--- src/rtl/ascii_pkg.sv ---
// Shared constants and types for the ASCII decimal number decoder:
// character codes, FSM state encoding and datapath widths.
package ascii_pkg;

    localparam int VALUE_W    = 16;
    localparam int ACC_W      = 17;
    localparam int MAX_DIGITS = 5;
    localparam int DIGITS_W   = 3;

    localparam logic [7:0] CHAR_DIGIT_BASE = 8'h30;
    localparam logic [7:0] CHAR_DIGIT_LAST = 8'h39;
    localparam logic [7:0] CHAR_SPACE      = 8'h20;
    localparam logic [7:0] CHAR_COMMA      = 8'h2C;
    localparam logic [7:0] CHAR_CR         = 8'h0D;
    localparam logic [7:0] CHAR_LF         = 8'h0A;
    localparam logic [7:0] CHAR_MINUS      = 8'h2D;

    localparam logic [ACC_W-1:0] LIMIT_UNSIGNED = 17'd65535;
    localparam logic [ACC_W-1:0] LIMIT_POS      = 17'd32767;
    localparam logic [ACC_W-1:0] LIMIT_NEG      = 17'd32768;

    typedef enum logic [1:0] {
        IDLE  = 2'd0,
        ACCUM = 2'd1,
        HOLD  = 2'd2,
        SKIP  = 2'd3
    } state_t;

endpackage

--- src/rtl/ascii_char_class.sv ---
// Combinational character classifier: digit, delimiter, minus sign and the
// binary value of a digit character.
module ascii_char_class
    import ascii_pkg::*;
(
    input  logic [7:0] in_data,
    output logic       is_digit,
    output logic       is_delim,
    output logic       is_minus,
    output logic [3:0] digit_value
);

    logic [7:0] offset;

    assign offset      = in_data - CHAR_DIGIT_BASE;
    assign digit_value = offset[3:0];
    assign is_digit    = (in_data >= CHAR_DIGIT_BASE) && (in_data <= CHAR_DIGIT_LAST);
    assign is_delim    = (in_data == CHAR_SPACE) || (in_data == CHAR_COMMA) ||
                         (in_data == CHAR_CR)    || (in_data == CHAR_LF);
    assign is_minus    = (in_data == CHAR_MINUS);

endmodule

--- src/rtl/ascii_num_decoder.sv ---
// Streaming ASCII decimal-to-binary decoder with ready/valid on both sides.
// Define ASCII_SIGN_EN to accept a leading '-' and emit two's complement values.
module ascii_num_decoder
    import ascii_pkg::*;
(
    input  logic                clk,
    input  logic                rst_n,
    input  logic                in_valid,
    input  logic [7:0]          in_data,
    output logic                in_ready,
    output logic                out_valid,
    input  logic                out_ready,
    output logic [VALUE_W-1:0]  out_value,
    output logic [DIGITS_W-1:0] out_digits,
    output logic                err
);

    logic                is_digit, is_delim, is_minus;
    logic [3:0]          digit_value;
    state_t              state, state_next;
    logic [ACC_W-1:0]    acc, acc_mac, limit;
    logic [VALUE_W-1:0]  mag;
    logic [DIGITS_W-1:0] digits;
    logic                neg, sign_char, accept;
    logic                err_next, load_digit, load_sign, step, latch_out;

    ascii_char_class u_char_class (
        .in_data     (in_data),
        .is_digit    (is_digit),
        .is_delim    (is_delim),
        .is_minus    (is_minus),
        .digit_value (digit_value)
    );

    assign accept  = in_valid && in_ready;
    assign acc_mac = acc * ACC_W'(10) + ACC_W'(digit_value);
    assign mag     = acc[VALUE_W-1:0];

`ifdef ASCII_SIGN_EN
    assign sign_char = is_minus;
    assign limit     = neg ? LIMIT_NEG : LIMIT_POS;
`else
    logic unused_minus;
    assign unused_minus = is_minus;
    assign sign_char    = 1'b0;
    assign limit        = LIMIT_UNSIGNED;
`endif

    always_ff @(posedge clk or negedge rst_n) begin
        if (!rst_n) begin
            state <= IDLE;
        end else begin
            // NOTE: sequential state uses non-blocking assignment so every register samples pre-edge values.
            state <= state_next;
        end
    end

    always_comb begin
        // NOTE: every combinational output gets a default first, so no path can infer a latch.
        state_next = state;
        err_next   = 1'b0;
        load_digit = 1'b0;
        load_sign  = 1'b0;
        step       = 1'b0;
        latch_out  = 1'b0;
        unique case (state)
            IDLE: begin
                if (accept) begin
                    if (is_digit) begin
                        load_digit = 1'b1;
                        state_next = ACCUM;
                    end else if (sign_char) begin
                        load_sign  = 1'b1;
                        state_next = ACCUM;
                    end else if (!is_delim) begin
                        err_next   = 1'b1;
                        state_next = SKIP;
                    end
                end
            end
            ACCUM: begin
                if (accept) begin
                    if (is_digit) begin
                        // The digit-count test comes first, so acc_mac is only trusted for acc <= 9999.
                        if ((digits >= DIGITS_W'(MAX_DIGITS)) || (acc_mac > limit)) begin
                            err_next   = 1'b1;
                            state_next = SKIP;
                        end else begin
                            step = 1'b1;
                        end
                    end else if (is_delim) begin
                        if (digits == '0) begin
                            err_next   = 1'b1;
                            state_next = IDLE;
                        end else begin
                            latch_out  = 1'b1;
                            state_next = HOLD;
                        end
                    end else begin
                        err_next   = 1'b1;
                        state_next = SKIP;
                    end
                end
            end
            HOLD: begin
                if (out_ready) begin
                    state_next = IDLE;
                end
            end
            SKIP: begin
                if (accept && is_delim) begin
                    state_next = IDLE;
                end
            end
            default: state_next = IDLE;
        endcase
    end

    always_comb begin
        in_ready  = (state != HOLD);
        out_valid = (state == HOLD);
    end

    always_ff @(posedge clk or negedge rst_n) begin
        if (!rst_n) begin
            acc        <= '0;
            digits     <= '0;
            neg        <= 1'b0;
            out_value  <= '0;
            out_digits <= '0;
            err        <= 1'b0;
        end else begin
            err <= err_next;
            if (load_digit) begin
                acc    <= ACC_W'(digit_value);
                digits <= DIGITS_W'(1);
                neg    <= 1'b0;
            end else if (load_sign) begin
                acc    <= '0;
                digits <= '0;
                neg    <= 1'b1;
            end else if (step) begin
                acc    <= acc_mac;
                digits <= digits + 1'b1;
            end
            if (latch_out) begin
                out_value  <= neg ? (~mag + 1'b1) : mag;
                out_digits <= digits;
            end
        end
    end

endmodule

--- config.mk ---
export PLATFORM = sky130hd
export DESIGN_NAME = ascii_num_decoder
export DESIGN_NICKNAME = d
export VERILOG_FILES = /design/src/rtl/ascii_pkg.sv /design/src/rtl/ascii_char_class.sv /design/src/rtl/ascii_num_decoder.sv
export SDC_FILE = /design/constraint.sdc
export NUM_CORES = 1
export LEC_CHECK = 0
export CORE_UTILIZATION = 42
export CTS_CLUSTER_DIAMETER = 30
export CTS_CLUSTER_SIZE = 30
export DETAILED_ROUTE_END_ITERATION = 6
export GPL_TIMING_DRIVEN = 0
export MAX_ROUTING_LAYER = met4
export PLACE_DENSITY_LB_ADDON = 0.12
export SLEW_MARGIN = 20
export SYNTH_ARGS = -nofsm -noshare
export SYNTH_HDL_FRONTEND = slang
export SYNTH_SLANG_ARGS = --single-unit
--- constraint.sdc ---
create_clock -name clk -period 3.4 [get_ports clk]
set_input_delay 0.68 -clock clk [delete_from_list [all_inputs] [get_ports clk]]
set_output_delay 0.68 -clock clk [all_outputs]
set_load 0.02 [all_outputs]
======== After elaboration in Yosys (flattened, before gate mapping) ========
Cells that the tools add are included.
cells by class
  multiplexer cells ....................... 38
  divide/modulo/power cells ............... 0
  magnitude comparators ................... 4
  shifts and indexed selects .............. 0
  reduce and logical (&&, ||, !) cells .... 11
  multipliers ............................. 1
  bitwise operators ....................... 1
  add/subtract/negate cells ............... 4
  equality and inequality tests ........... 14
operators by type and width
  operator                                                        number
  2-to-1 mux 17 bit                                               2
  2-to-1 mux 1 bit                                                21
  2-to-1 mux 2 bit                                                10
  adder 17 x 4 -> 17 bit                                          1
  > comparator 17 x 16 -> 1 bit, second input constant            1
  multiplier 17 x 3 -> 16 bit, second input constant              1
  adder 16 x 1 -> 16 bit, second input constant                   1
  == test 8 x 4 -> 1 bit, second input constant                   2
  == test 8 x 6 -> 1 bit, second input constant                   2
  2-to-1 mux 16 bit                                               1
  inverter 16 bit                                                 1
  >= comparator 8 x 6 -> 1 bit, second input constant             1
  less-or-equal comparator 8 x 6 -> 1 bit, second input constant  1
  != test 2 bit, second input constant                            4
  one-hot mux 2 bit (4 select lines)                              1
  2-to-1 mux 3 bit                                                2
  != test 3 bit, second input constant                            2
  AND reduction 6 bit                                             1
  == test 2 bit, second input constant                            2
  logical OR 1 bit                                                4
  subtractor 4 x 1 -> 4 bit, second input constant                1
  adder 3 x 1 -> 3 bit, second input constant                     1
  >= comparator 3 bit, second input constant                      1
  logical AND 1 bit                                               3
  6 further kinds                                                 6
word-level totals
  bits in latches ......................... 0
  output and inout bits ................... 22
  memories ................................ 0
  logic and storage cells ................. 80
  input bits .............................. 12
  memory bits (writable) .................. 0
  bits in registers ....................... 43
  bits in read-only memories .............. 0

======== Longest topological paths before layout ========
Gate-level depths: netlist of the first run.
  depth in word-level cells ............... 10
  depth in mapped cells ................... 13
  gate-level depth less buffers ........... 12

======== Modules after synthesis ========
From an unflattened synthesis of the first run, not the netlist that was laid out.
unflattened totals
  cell total of the unflattened synthesis .. 340
  area total of the unflattened synthesis .. 3334.4 um^2
modules (own cells, without submodules)
  module             instances  cells each  area each (um^2)  seq. area each (um^2)
  ascii_num_decoder  1          323         3219.3            1026.0
  ascii_char_class   1          17          115.1             0.0

======== Worst setup path before layout of the first run ========
No wires, ideal clock.
  path kind ............................... register -> register
  from .................................... register acc[1]
  to ...................................... register acc[0]
  arrival time ............................ 3.174 ns
  buffers on the path ..................... 1
  required time ........................... 3.275 ns
  library setup time ...................... 0.125 ns
  setup slack ............................. 0.101 ns
  clock period less this slack ............ 3.299 ns
  cell stages (with the launch flop) ...... 14
  cell sequence ........................... dfrtp_1 > ha_1 > ha_1 > fa_1 > nand3_1 > nand2_1 > xor2_1 > nand4_4 > nor4b_4 > a41o_1 > nand3b_2 > buf_8 > nand2_4 > mux2_4
on the way
  word-level cells in the longest chain between the ends .. 9
RTL lines
  element                        RTL line                  RTL
  start, declared                ascii_num_decoder.sv:21   logic [ACC_W-1:0] acc, acc_mac, limit;
  start signal, assigned         ascii_num_decoder.sv:135  acc <= ACC_W'(digit_value);
  start signal, assigned         ascii_num_decoder.sv:143  acc <= acc_mac;
  multiplier 17 x 3 -> 16 bit    ascii_num_decoder.sv:36   assign acc_mac = acc * ACC_W'(10) + ACC_W'(digit_value);
  adder 17 x 4 -> 17 bit         ascii_num_decoder.sv:36
  > comparator 17 x 16 -> 1 bit  ascii_num_decoder.sv:85   if ((digits >= DIGITS_W'(MAX_DIGITS)) || (acc_mac > limit)) begin
  logical OR 1 bit               ascii_num_decoder.sv:85
  2-to-1 mux 1 bit               ascii_num_decoder.sv:85
  2-to-1 mux 1 bit               ascii_num_decoder.sv:83   if (is_digit) begin
  2-to-1 mux 1 bit               ascii_num_decoder.sv:82   if (accept) begin
  2-to-1 mux 1 bit               ascii_num_decoder.sv:66   unique case (state)
  nonzero test 2 bit (no line)   -
No other way between the ends.
A chain may end at the register's enable or synchronous reset.

======== Worst setup path in the final report of the first run ========
  from .................................... register acc[5]
  to ...................................... register acc[0]
The elaborated chain is that of the path after synthesis.

==> results summary, run 1 <==
When the netlist entered floorplanning its net count stood at 342. For the worst-skew pair, the clock arrives at the later sink with an insertion delay of 0.30 ns. The total power density per cell area came out at 427.7 nW/um^2. The total of fill cells in the finished design is 592. The complex-gate fraction of the synthesized area is 0.1224. IR analysis of the VDD net gives a maximum drop of 0.2848 mV.

The clock period minus final worst setup slack came out at 3.351 ns. 0 antenna diodes ended up in the layout. The first-pass GRT wire length came out at 10.47 mm. The worst setup path is captured at a register. The critical path start-end classification is reg2reg. The H-tree level count came out at 2. Along the worst path, the maximum fanout reaches 5. In this run the clock root is driven by a sky130_fd_sc_hd__clkbuf_8. The detailed-route via count came out at 2,374. The post-synthesis area per instance is 10.08 sq um. The worst slack after detailed placement came out at -0.6759 ns. The synthesized instance count came out at 297. The count of final hold-check violations came out at 0. Measured against its own limit, the worst slew margin works out to 0.4420.

The number of max-slew violations in the final report came out at 0. Setup violations remaining at the end of the flow were counted as 0. The wire-length estimate of the detail-placed layout is 4.735 mm. The count of clock tree sinks is 41. The longest clock path from root to sink contains 2 buffers. In the global route stage, overall resource usage came out at 0.1864. The run finished with clean final reports. Between clock sinks in the finished design, the worst skew comes to 0.01103 ns. Leaving out filler cells and counting taps, the final layout contains 455. The total die area came out at 7470 sq um. Counting stages on the worst path, the most repeated cell is sky130_fd_sc_hd__ha_4. Setup repair after global routing could not meet its margin everywhere.

The slew at the pin closest to its max-slew limit came out at 0.8306 ns. The residual antenna-violating net count after detailed routing is 0. The critical path launch point type is a register. The fraction of the core area covered by cells at the end of the flow is 0.5808. In this run, CTS created clock tree buffers numbering 5. The min-delay analysis places its worst path in the category in2async. Compared with the post-synthesis result, the final layout area differs by 32.51%. The initial standard-cell utilization of the core is 0.4383.

For this run, the slowest stage of the critical path takes 0.54 ns. Clock-pin slew was measured on the worst setup and hold paths at 0.08 ns. The achievable clock frequency is 0.2984 GHz. The layout cell share with drive strength beyond 1 is 0.2618. The detailed router finished its first iteration with 74 violations. The die outline height came out at 86.43 microns.

In the layout the commonest cells are 35 x sky130_fd_sc_hd__dfrtp_1, 32 x sky130_fd_sc_hd__clkdlybuf4s50_1, 25 x sky130_fd_sc_hd__nor2_1. Routability-driven placement finished with a final weighted congestion of 0.7985. The worst setup slack after layout came out at 0.04865 ns. The count of standard-cell rows is 30. Max-cap violations in this run came to 0.

The total wire length is 6.762 mm. The via count of the first global-routing pass came out at 2,157. The total of flip-flops plus latches after synthesis is 41. Among all stages on the critical path, the largest delay is contributed by sky130_fd_sc_hd__or4b_4. The mapped cell area came out at 2994 sq um.

The count of warnings emitted by yosys is 0. After detailed routing, the number of remaining DRC violations is 0. Of the total synthesized cell area, the portion taken by AND, OR, NAND and NOR gates is 0.1567. The vias per cell came out at 5.218. After synthesis, the largest family of logic cells by area is simple AND/OR/NAND/NOR gates. The count of port buffers added during placement came out at 33. The number of buffer and inverter stages on the critical path came out at 1.

The portion of netlist area occupied by mux cells came out at 0.1300. Walking the worst path, the cells encountered are ha_4 -> ha_4 -> o21ai_4 -> or4b_4 -> o2111ai_4 -> nand4_4 -> nor4b_4 -> nand4b_1 -> nand3b_4 -> buf_12 -> nand2_4 -> mux2_4. Leaving out fill and tap cells, the most frequent cell in the layout is sky130_fd_sc_hd__dfrtp_1. The total core area came out at 6832 sq um. The leakage dissipation is 0.001942 uW. In the synthesized netlist the dominant register cell turns out to be sky130_fd_sc_hd__dfrtp_1.

TritonCTS built the clock tree. In the finished design, the share of the clock period the worst path needs comes to 0.9857. The data arrival time of the critical path came out at 3.54 ns.

After detailed placement, the design holds a cell count of 427. Broken down by cell family, the worst path's largest delay share belongs to simple AND/OR/NAND/NOR gates. The number of flops mapped to enable cells by yosys is 0. The number of distinct library cells after synthesis came out at 54. The largest net degree at the start of global routing is 25.

Of the total synthesized cell area, the portion taken by XOR and XNOR cells is 0.07313. The die span in x came out at 86.43 microns. The number of iterations in the first detailed-routing pass is 4.

The mean routed wirelength per cell came out at 14.86 microns. The global-route congestion overflow total came out at 0. The share of flip-flops with an asynchronous set or reset is 1.000.

Of the total synthesized cell area, the portion taken by full adders, half adders and majority gates is 0.1429. The number of antenna violations at the first check in global routing is 0. For this run, the post-layout net count is 403.

The number of I/O pins came out at 34. The critical path data required time came out at 3.58 ns. Of the synthesized area, sequential elements account for 0.3427.
kinds of logic after synthesis:
kind of cell | count (synthesis)
buffers and inverters | 20
AND/OR/NAND/NOR | 85
multiplexers | 36
XOR/XNOR | 25
adder cells (fa/ha/maj) | 33
AO/OA/AOI/OAI | 57
flip-flops | 41
path summary, 6_finish.rpt:
kind | to | cells past startpoint | startpoint | slack [ns]
min in group clk | out_value[12]$_DFFE_PN0P_ | 1 | out_value[12]$_DFFE_PN0P_ | 0.51
setup / recovery | acc[0]$_DFFE_PN0P_ | 12 | acc[5]$_DFFE_PN0P_ | 0.05
setup reg to reg | acc[0]$_DFFE_PN0P_ | 12 | acc[5]$_DFFE_PN0P_ | 0.05
hold / removal | state[0]$_DFFE_PN0P_ | 1 | rst_n | 0.31
max in group asynchronous | acc[5]$_DFFE_PN0P_ | 2 | rst_n | 2.57
hold reg to reg | out_value[12]$_DFFE_PN0P_ | 1 | out_value[12]$_DFFE_PN0P_ | 0.51
metal layers:
layer  share of wire  GRT usage  vias to the layer above
li1                -          -                     1192
met1            0.48     0.2461                     1129
met2            0.48     0.3023                       43
met3           0.030    0.03333                       10
met4           0.011    0.03636                        0
met5               0          -                        -
sequential cells by signal, indices dropped and copies added (netlist names):
signal / flops
out_value: 16
digits: 3
out_digits: 3
acc: 16
err: 1
state: 2
per-stage QoR:
stage,TNS (ns),hold WS [ns],total power [uW],area (sq um)
3_3_place_gp,-11.64,0.4883,1125,3445
5_1_grt,-0.4521,0.3333,1805,3968
6_report,0,0.3149,1697,3968
4_1_cts,0,0.3214,1555,3711
2_1_floorplan,0,0.3844,990.4,2994
3_5_place_dp,-12.31,0.4955,1133,3460
Yosys cell counts, drive strengths merged (2+ instances only):
master / instances / area, sq um
buf: 4 / 36.28
xnor2: 20 / 175.2
o21a: 2 / 15.01
o21bai: 3 / 22.52
nor3: 6 / 30.03
nand2b: 3 / 18.77
fa: 2 / 40.04
inv: 11 / 41.29
nand4: 3 / 33.78
a21o: 6 / 45.04
a21oi: 17 / 85.08
nand3b: 2 / 18.77
a211oi: 2 / 15.01
nand2: 19 / 78.82
and2: 2 / 12.51
nor4b: 2 / 32.53
a31oi: 5 / 31.28
nand3: 7 / 35.03
xor2: 5 / 43.79
dfrtp: 41 / 1026
nand4b: 2 / 17.52
nor3b: 2 / 15.01
nor2b: 3 / 18.77
and3: 2 / 12.51
o21ai: 12 / 60.06
nor2: 27 / 103.9
ha: 31 / 387.9
mux2i: 16 / 160.2
clkbuf: 5 / 18.77
mux2: 20 / 229.0
timing repair:
action / 4_1_cts / 5_1_grt
setup endpoints to repair: 35 / 29
pin swaps: 4 / 16
setup buffers: 5 / 14
cloned: 0 / 1
hold buffers: 0 / 0
resized for setup: 22 / 23
where the power goes:
part           switching [uW]  internal (uW)  leakage [uW]  total (uW)
logic                     365            395       0.00135         760
registers                73.1            545      0.000547         619
clock network             176            142     0.0000439         318
total                     615           1080       0.00194        1700
area by class of cell:
class,instances,area (sq um),area share
clock inverter,3,17.52,0.004415
tap,96,120.1,0.03027
inverter,11,41.29,0.01041
timing repair buffer,54,513.0,0.1293
multi-input combinational,236,2111,0.5320
buffer,9,62.56,0.01577
sequential,41,1033,0.2605
clock buffer,5,68.82,0.01734
(Power assumes the default switching activity.)
==> run 2: changes to the inputs <==
- CAP_MARGIN: not set -> 20
- CTS_BUF_LIST: not set -> sky130_fd_sc_hd__clkbuf_4
- SLEW_MARGIN: 20 -> not set
==> run 2 against run 1 <==
  * Sequential share of layout area up 0.24 points
  * Wire length down 1.2%
  * Die area unchanged
  * Combinational power down 1%
  * Sequential power about the same
  * Largest cell class unchanged
==> results summary, run 2 (synthesis results as in run 1) <==
The count of port buffers added during placement was 33 (unchanged). The clock period minus final worst setup slack is 3.351 ns (-0.0005196 ns). Walking the worst path, the cells encountered are ha_4 -> ha_4 -> o21ai_4 -> or4b_4 -> o2111ai_4 -> nand4_4 -> nor4b_4 -> nand4b_1 -> nand3b_4 -> buf_12 -> nand2_4 -> mux2_4. The cell total after placement was 427 (unchanged). The TritonCTS buffer count came out at 5 (unchanged). The via count of the first global-routing pass came out at 2,163 (+0.28%). The count of final hold-check violations is 0 (unchanged). Leaving out fill and tap cells, the most frequent cell in the layout is sky130_fd_sc_hd__dfrtp_1. The clock-pin transition on the worst setup and hold timing paths was 0.13 ns (+0.05 ns). The sum of negative setup slack is 0 ns (unchanged).

The total power density per cell area came out at 411.5 nW/um^2 (-3.8%). TritonCTS built the clock tree. The number of max-slew violations in the final report is 0 (unchanged). The worst slack after detailed placement is -0.6759 ns (unchanged).

The tightest min-delay check is of the in2async type. The global-route congestion overflow total came out at 0 (unchanged). The maximum single-stage delay on the critical path came to 0.54 ns (about the same). The mean routed wirelength per cell is 14.72 microns (-0.97%). The number of setup violations in the final report came to 0 (unchanged). The leakage dissipation came out at 0.001920 uW (-1.1%). The vias per cell is 5.181 (-0.71%). The layout cell share with drive strength beyond 1 is 0.2626 (+0.0007314). The die span in x is 86.43 microns (unchanged).

The achievable clock frequency came out at 0.2984 GHz (about the same). The cell repeated most along the worst path is sky130_fd_sc_hd__ha_4. The detailed-route via count came out at 2,352 (-0.93%). STA classifies the critical path startpoint as a register. The detailed placement HPWL came out at 4.735 mm (unchanged). The final clock period utilization by the worst path is 0.9855 (about the same). The total design power came to 1618 uW (-4.7%). The worst setup slack after layout is 0.04917 ns (+0.0005196 ns). The total core area is 6832 sq um (unchanged). The largest registers in the layout are acc (16), out_value (16). The final routed DRC violation total came out at 0 (unchanged). The count of clock tree sinks is 41 (unchanged). The die outline height is 86.43 microns (unchanged). The initial standard-cell utilization of the core is 0.4383 (unchanged). The worst clock skew on the final layout is 0.01544 ns (+0.004403 ns).

The count of standard-cell rows came out at 30 (unchanged). The H-tree level count came to 2 (unchanged). In the layout the commonest cells are 35 x sky130_fd_sc_hd__dfrtp_1, 32 x sky130_fd_sc_hd__clkdlybuf4s50_1, 25 x sky130_fd_sc_hd__nor2_1. Setup repair after global routing could not meet its margin everywhere. The insertion delay to the later sink of the worst-skew pair is 0.35 ns (+0.05 ns). The total of fill cells in the finished design came out at 601 (+1.5%).

The global placement routability congestion came out at 0.7985 (unchanged). The total wire length is 6.682 mm (-1.2%). The post-route cell area was 3931 sq um (-0.91%). The antenna diode instance count is 0 (unchanged). The post-layout instance count excluding filler cells is 454 (-0.22%). The maximum fanout count along the critical path came out at 5 (unchanged). The slew at the pin closest to its max-slew limit came out at 0.8106 ns (-0.01996 ns). The cell area after placement is 3460 sq um (unchanged). The data arrival time of the critical path was 3.60 ns (+0.06 ns). The flow ran to the end, and the final reports show no timing, DRC or antenna violations.

The total die area came out at 7470 sq um (unchanged). The maximum number of buffers from clock root to sink is 2 (unchanged). The number of antenna violations at the first check in global routing came to 0 (unchanged). The worst voltage drop across the vdd grid was 0.2918 mV (+2.5%). The all-layer global routing usage is 0.1855 (-0.0008414). The worst max-slew margin expressed relative to the limit came out at 0.4554 (+0.01341). The number of I/O pins was 34 (unchanged).

STA classifies the critical path endpoint as a register. The residual antenna-violating net count after detailed routing is 0 (unchanged). The largest net degree at the start of global routing is 25 (unchanged). The slowest stage of the critical path is the sky130_fd_sc_hd__or4b_4 cell. The max-capacitance violation count is 0 (unchanged). The worst setup path is of the reg2reg kind. The number of iterations in the first detailed-routing pass is 4 (unchanged).

The number of DRC markers after the initial detailed-route iteration came out at 68 (-8.1%). The critical path data required time is 3.65 ns (+0.07 ns). The first-pass GRT wire length came to 10.46 mm (about the same). The cell at the root of the clock tree is sky130_fd_sc_hd__clkbuf_4.

The final net count is 402 (-0.25%). Compared with the post-synthesis result, the final layout area differs by 31.30%.
run 2: changes by cell type in the layout (fill, tap and decap cells not counted):
cell,change
sky130_fd_sc_hd__ha_1,-1
sky130_fd_sc_hd__clkbuf_4,+5
sky130_fd_sc_hd__buf_4,-1
sky130_fd_sc_hd__ha_2,+1
sky130_fd_sc_hd__clkbuf_8,-5
run 2: metrics by stage:
step	hold slack [ns]	utilization
floorplan	0.3844	-
global placement	0.4883	0.5042
detailed placement	0.4955	0.5064
CTS	0.2490	0.5379
global route	0.2531	0.5755
finish	0.2486	0.5755
run 2: area by class of cell:
class	count	area, sq um	share of cell area
multi-input combinational	236	2113	0.5376
sequential	41	1033	0.2629
timing repair buffer	53	505.5	0.1286
tap	96	120.1	0.03055
buffer	9	62.56	0.01591
inverter	11	41.29	0.01050
clock buffer	5	37.54	0.009548
clock inverter	3	17.52	0.004456
run 2: routing by layer:
layer	vias to the layer above	share of wire	GRT usage	routed length (microns)
met5	-	0	-	0
met4	0	0.012	0.03788	77
met3	8	0.024	0.03048	162
met2	34	0.48	0.3023	3179
met1	1115	0.49	0.2449	3263
li1	1195	-	-	-
run 2: final timing paths:
path,start,endpoint,slack (ns),cells after the start
max in group asynchronous,rst_n,acc[5]$_DFFE_PN0P_,2.64,2
max reg2reg,acc[3]$_DFFE_PN0P_,acc[0]$_DFFE_PN0P_,0.05,12
max,acc[3]$_DFFE_PN0P_,acc[0]$_DFFE_PN0P_,0.05,12
min in group clk,out_value[12]$_DFFE_PN0P_,out_value[12]$_DFFE_PN0P_,0.52,1
min,rst_n,state[0]$_DFFE_PN0P_,0.25,1
min reg2reg,out_value[12]$_DFFE_PN0P_,out_value[12]$_DFFE_PN0P_,0.52,1
run 2: power breakdown:
part	leakage, uW	internal, uW	switching, uW
clock network	0.0000310	78.2	169
registers	0.000547	545	73.3
logic	0.00134	390	362
run 2: critical path: cells and delay by family (launching register included):
| family | cells | cell delay (ns) |
|---|---|---|
| compound gates | 2 | 0.19 |
| simple gates | 6 | 1.60 |
| mux | 1 | 0.30 |
| buf+inv | 1 | 0.14 |
| fa+ha+maj | 2 | 0.54 |
| flops | 1 | 0.48 |
run 2: repair_timing:
item                                    4_1_cts  5_1_grt
endpoints found under the setup margin       29       29
pin swaps                                     4       17
gates resized for setup                      23       22
gates cloned                                  0        1
buffers inserted                              4       14
hold buffers                                  0        0
endpoints found under the hold margin         0        0
==> run 3: changes to the inputs <==
- CORE_ASPECT_RATIO: not set -> 1.25
==> run 3 against run 2 <==
  * Final area shrank 1.4%
  * Die area hardly changed
  * Wire length up 1.2%
  * Worst hold slack worse by 0.12 ns
  * Critical path depth rose by 1
  * Critical path type unchanged
  * Sequential share of layout area up 0.36 points
  * Non-clock buffer count is 7 lower
  * Largest power group unchanged
==> results summary, run 3 (synthesis results as in run 1) <==
The flow ran to the end, and the final reports show no timing, DRC or antenna violations. In this run the clock root is driven by a sky130_fd_sc_hd__clkbuf_4. The critical path data required time is 3.64 ns (about the same). The cell total after placement is 421 (-1.4%).

The maximum number of buffers from clock root to sink came to 2 (unchanged). The detailed-routed wire length on met3 came to 135 microns (-17%). The achievable clock frequency came out at 0.2984 GHz (about the same). The flop-to-flop setup slack is 0.05 ns (about the same). The maximum single-stage delay on the critical path was 0.46 ns (-0.08 ns). The total design power came out at 1566 uW (-3.2%). The number of setup violations in the final report came out at 0 (unchanged). Leaving out fill and tap cells, the most frequent cell in the layout is sky130_fd_sc_hd__dfrtp_1. The met2 wirelength from detailed routing is 3.531 mm (+11%). The worst hold-check path type is in2async.

The clock-pin transition on the worst setup and hold timing paths is 0.12 ns (about the same). In the final layout, the registers with the most flip-flops are acc (16), out_value (16). The largest net degree at the start of global routing came out at 39 (+56%).

In this run the critical register-to-register path is captured at acc[0]$_DFFE_PN0P_. STA classifies the critical path startpoint as a register. The via count of the first global-routing pass is 2,292 (+6.0%).

The slew at the pin closest to its max-slew limit is 0.8637 ns (+0.05310 ns). The initial standard-cell utilization of the core came out at 0.4318 (-0.006485). The post-layout instance count excluding filler cells is 441 (-2.9%). The total power density per cell area is 403.9 nW/um^2 (-1.8%).

The H-tree level count came out at 2 (unchanged). For this design, the slowest cell found on the critical path is sky130_fd_sc_hd__dfrtp_2. The most critical setup path has its endpoint at acc[0]$_DFFE_PN0P_. The cell that appears most often on the critical path is sky130_fd_sc_hd__ha_4. The clock period minus final worst setup slack came out at 3.351 ns (+0.0005671 ns). The layout cell share with drive strength beyond 1 came out at 0.2400 (-0.02257). The die span in x was 77.52 microns (-10%). The total wire length came to 6.764 mm (+1.2%).

The relative area change from synthesis to final layout came out at 29.50%. The global placement routability congestion is 0.8126 (+1.8%). The most critical setup path has its startpoint at acc[1]$_DFFE_PN0P_. The all-layer global routing usage was 0.1890 (+0.003468). The global-route congestion overflow total came out at 0 (unchanged). The first-pass GRT wire length came to 10.56 mm (+0.93%). The max-capacitance violation count is 0 (unchanged). The number of max-slew violations in the final report came to 0 (unchanged). The worst voltage drop across the vdd grid came out at 0.2014 mV (-31%). The library cells used most frequently in the layout, excluding fill and tap cells, are 35 x sky130_fd_sc_hd__dfrtp_1, 32 x sky130_fd_sc_hd__clkdlybuf4s50_1, 25 x sky130_fd_sc_hd__nor2_1. The count of standard-cell rows is 34 (+13%).

The TritonCTS buffer count came out at 5 (unchanged). TritonCTS built the clock tree. The data arrival time of the critical path came out at 3.59 ns (about the same).

The final net count is 395 (-1.7%). The number of I/O pins was 34 (unchanged). The residual antenna-violating net count after detailed routing is 0 (unchanged). The total core area is 6934 sq um (+1.5%). The final clock period utilization by the worst path is 0.9857 (about the same). The startpoint identified for the worst register-to-register timing path is acc[1]$_DFFE_PN0P_. The fraction of the core area covered by cells at the end of the flow came to 0.5592 (-0.01627). The worst max-slew margin expressed relative to the limit was 0.4198 (-0.03567). The worst clock skew on the final layout came out at 0.008119 ns (-0.007318 ns). The critical path is of the reg2reg type. The worst setup path is captured at a register.

Setup repair after global routing could not meet its margin everywhere. Walking the worst path, the cells encountered are ha_4 -> ha_4 -> fa_2 -> nand3_2 -> nand2_2 -> xor2_2 -> nand4_4 -> nor4b_4 -> a41o_1 -> nand3b_4 -> buf_12 -> nand2_4 -> mux2_4. The count of port buffers added during placement came out at 33 (unchanged). The detailed-route via count is 2,322 (-1.3%).

The vias per cell came out at 5.265 (+1.6%). The final routed DRC violation total was 0 (unchanged). The number of iterations in the first detailed-routing pass is 4 (unchanged). The number of DRC markers after the initial detailed-route iteration came out at 54 (-21%). The mean routed wirelength per cell is 15.34 microns (+4.2%).

The total die area came out at 7473 sq um (about the same). The detailed placement HPWL is 4.832 mm (+2.1%). The count of final hold-check violations came out at 0 (unchanged).

The detailed-route wire length on metal 1 came out at 3.007 mm (-7.8%). The die outline height is 96.40 microns (+12%). The path depth of the worst reg2reg path came to 13 (+1).

The insertion delay to the later sink of the worst-skew pair is 0.34 ns (about the same). The highest metal layer with signal wires is met4. The maximum fanout count along the critical path is 5 (unchanged). The leakage dissipation came to 0.001876 uW (-2.3%).

The count of clock tree sinks came out at 41 (unchanged). The number of antenna violations at the first check in global routing is 1 (+1). The number of hold buffers added after CTS came to 0 (unchanged).
run 3: final cells by class:
class / instances / area, sq um
Clock inverter: 1 / 3.754
Tap cell: 90 / 112.6
Inverter: 11 / 41.29
Clock buffer: 6 / 45.04
Multi-Input combinational cell: 236 / 2120
Sequential cell: 41 / 1033
Buffer: 9 / 66.31
Antenna cell: 1 / 2.502
Fill cell: 621 / 3057
Timing Repair Buffer: 46 / 452.9
run 3: stage by stage:
stage	setup TNS, ns	cell area (sq um)	worst slack [ns]	hold WS, ns
CTS	-0.03361	3649	-0.03361	0.1171
floorplan	0	2994	0.1005	0.3844
global placement	-11.87	3437	-0.6558	0.4896
detailed placement	-12.31	3452	-0.6446	0.4951
global route	-0.6056	3877	-0.08264	0.1170
finish	0	3877	0.04860	0.1282
run 3: what timing repair did:
action,CTS,global route
buffers inserted,4,7
resized for setup,19,27
pin swaps,5,9
setup endpoints to repair,30,21
gates cloned,0,1
run 3: layer usage:
layer  vias to the layer above  track usage
li1                       1167            -
met3                         6      0.02254
met4                         0      0.06761
met1                      1116       0.2100
met2                        33       0.3503
met5                         -            -
run 3: how the worst min path moves through the flow:
stage	end	slack [ns]	from	cells past startpoint
final	out_value[1]$_DFFE_PN0P_	0.13	rst_n	1
after global routing	out_value[1]$_DFFE_PN0P_	0.12	rst_n	1
after CTS	out_value[1]$_DFFE_PN0P_	0.12	rst_n	1
after detailed placement	out_value[1]$_DFFE_PN0P_	0.50	rst_n	1
after global placement	out_digits[1]$_DFFE_PN0P_	0.49	out_digits[1]$_DFFE_PN0P_	1
after floorplan	acc[0]$_DFFE_PN0P_	0.38	rst_n	0
run 3: critical path, delay by kind of cell (launching register included):
family / cells / cell delay (ns)
buffers and inverters: 1 / 0.17
muxes: 1 / 0.29
xor gates and xnor gates: 1 / 0.24
and+or+nand+nor: 6 / 0.93
AOI/OAI and AO/OA: 1 / 0.30
adders and majority gates: 3 / 0.85
DFF: 1 / 0.46
run 3: power breakdown:
| group | switching, uW | total, uW | leakage (uW) | internal (uW) |
|---|---|---|---|---|
| clock network | 148 | 231 | 0.0000292 | 83.3 |
| logic | 351 | 715 | 0.00130 | 363 |
| registers | 75.1 | 620 | 0.000547 | 545 |
| total | 574 | 1570 | 0.00188 | 992 |
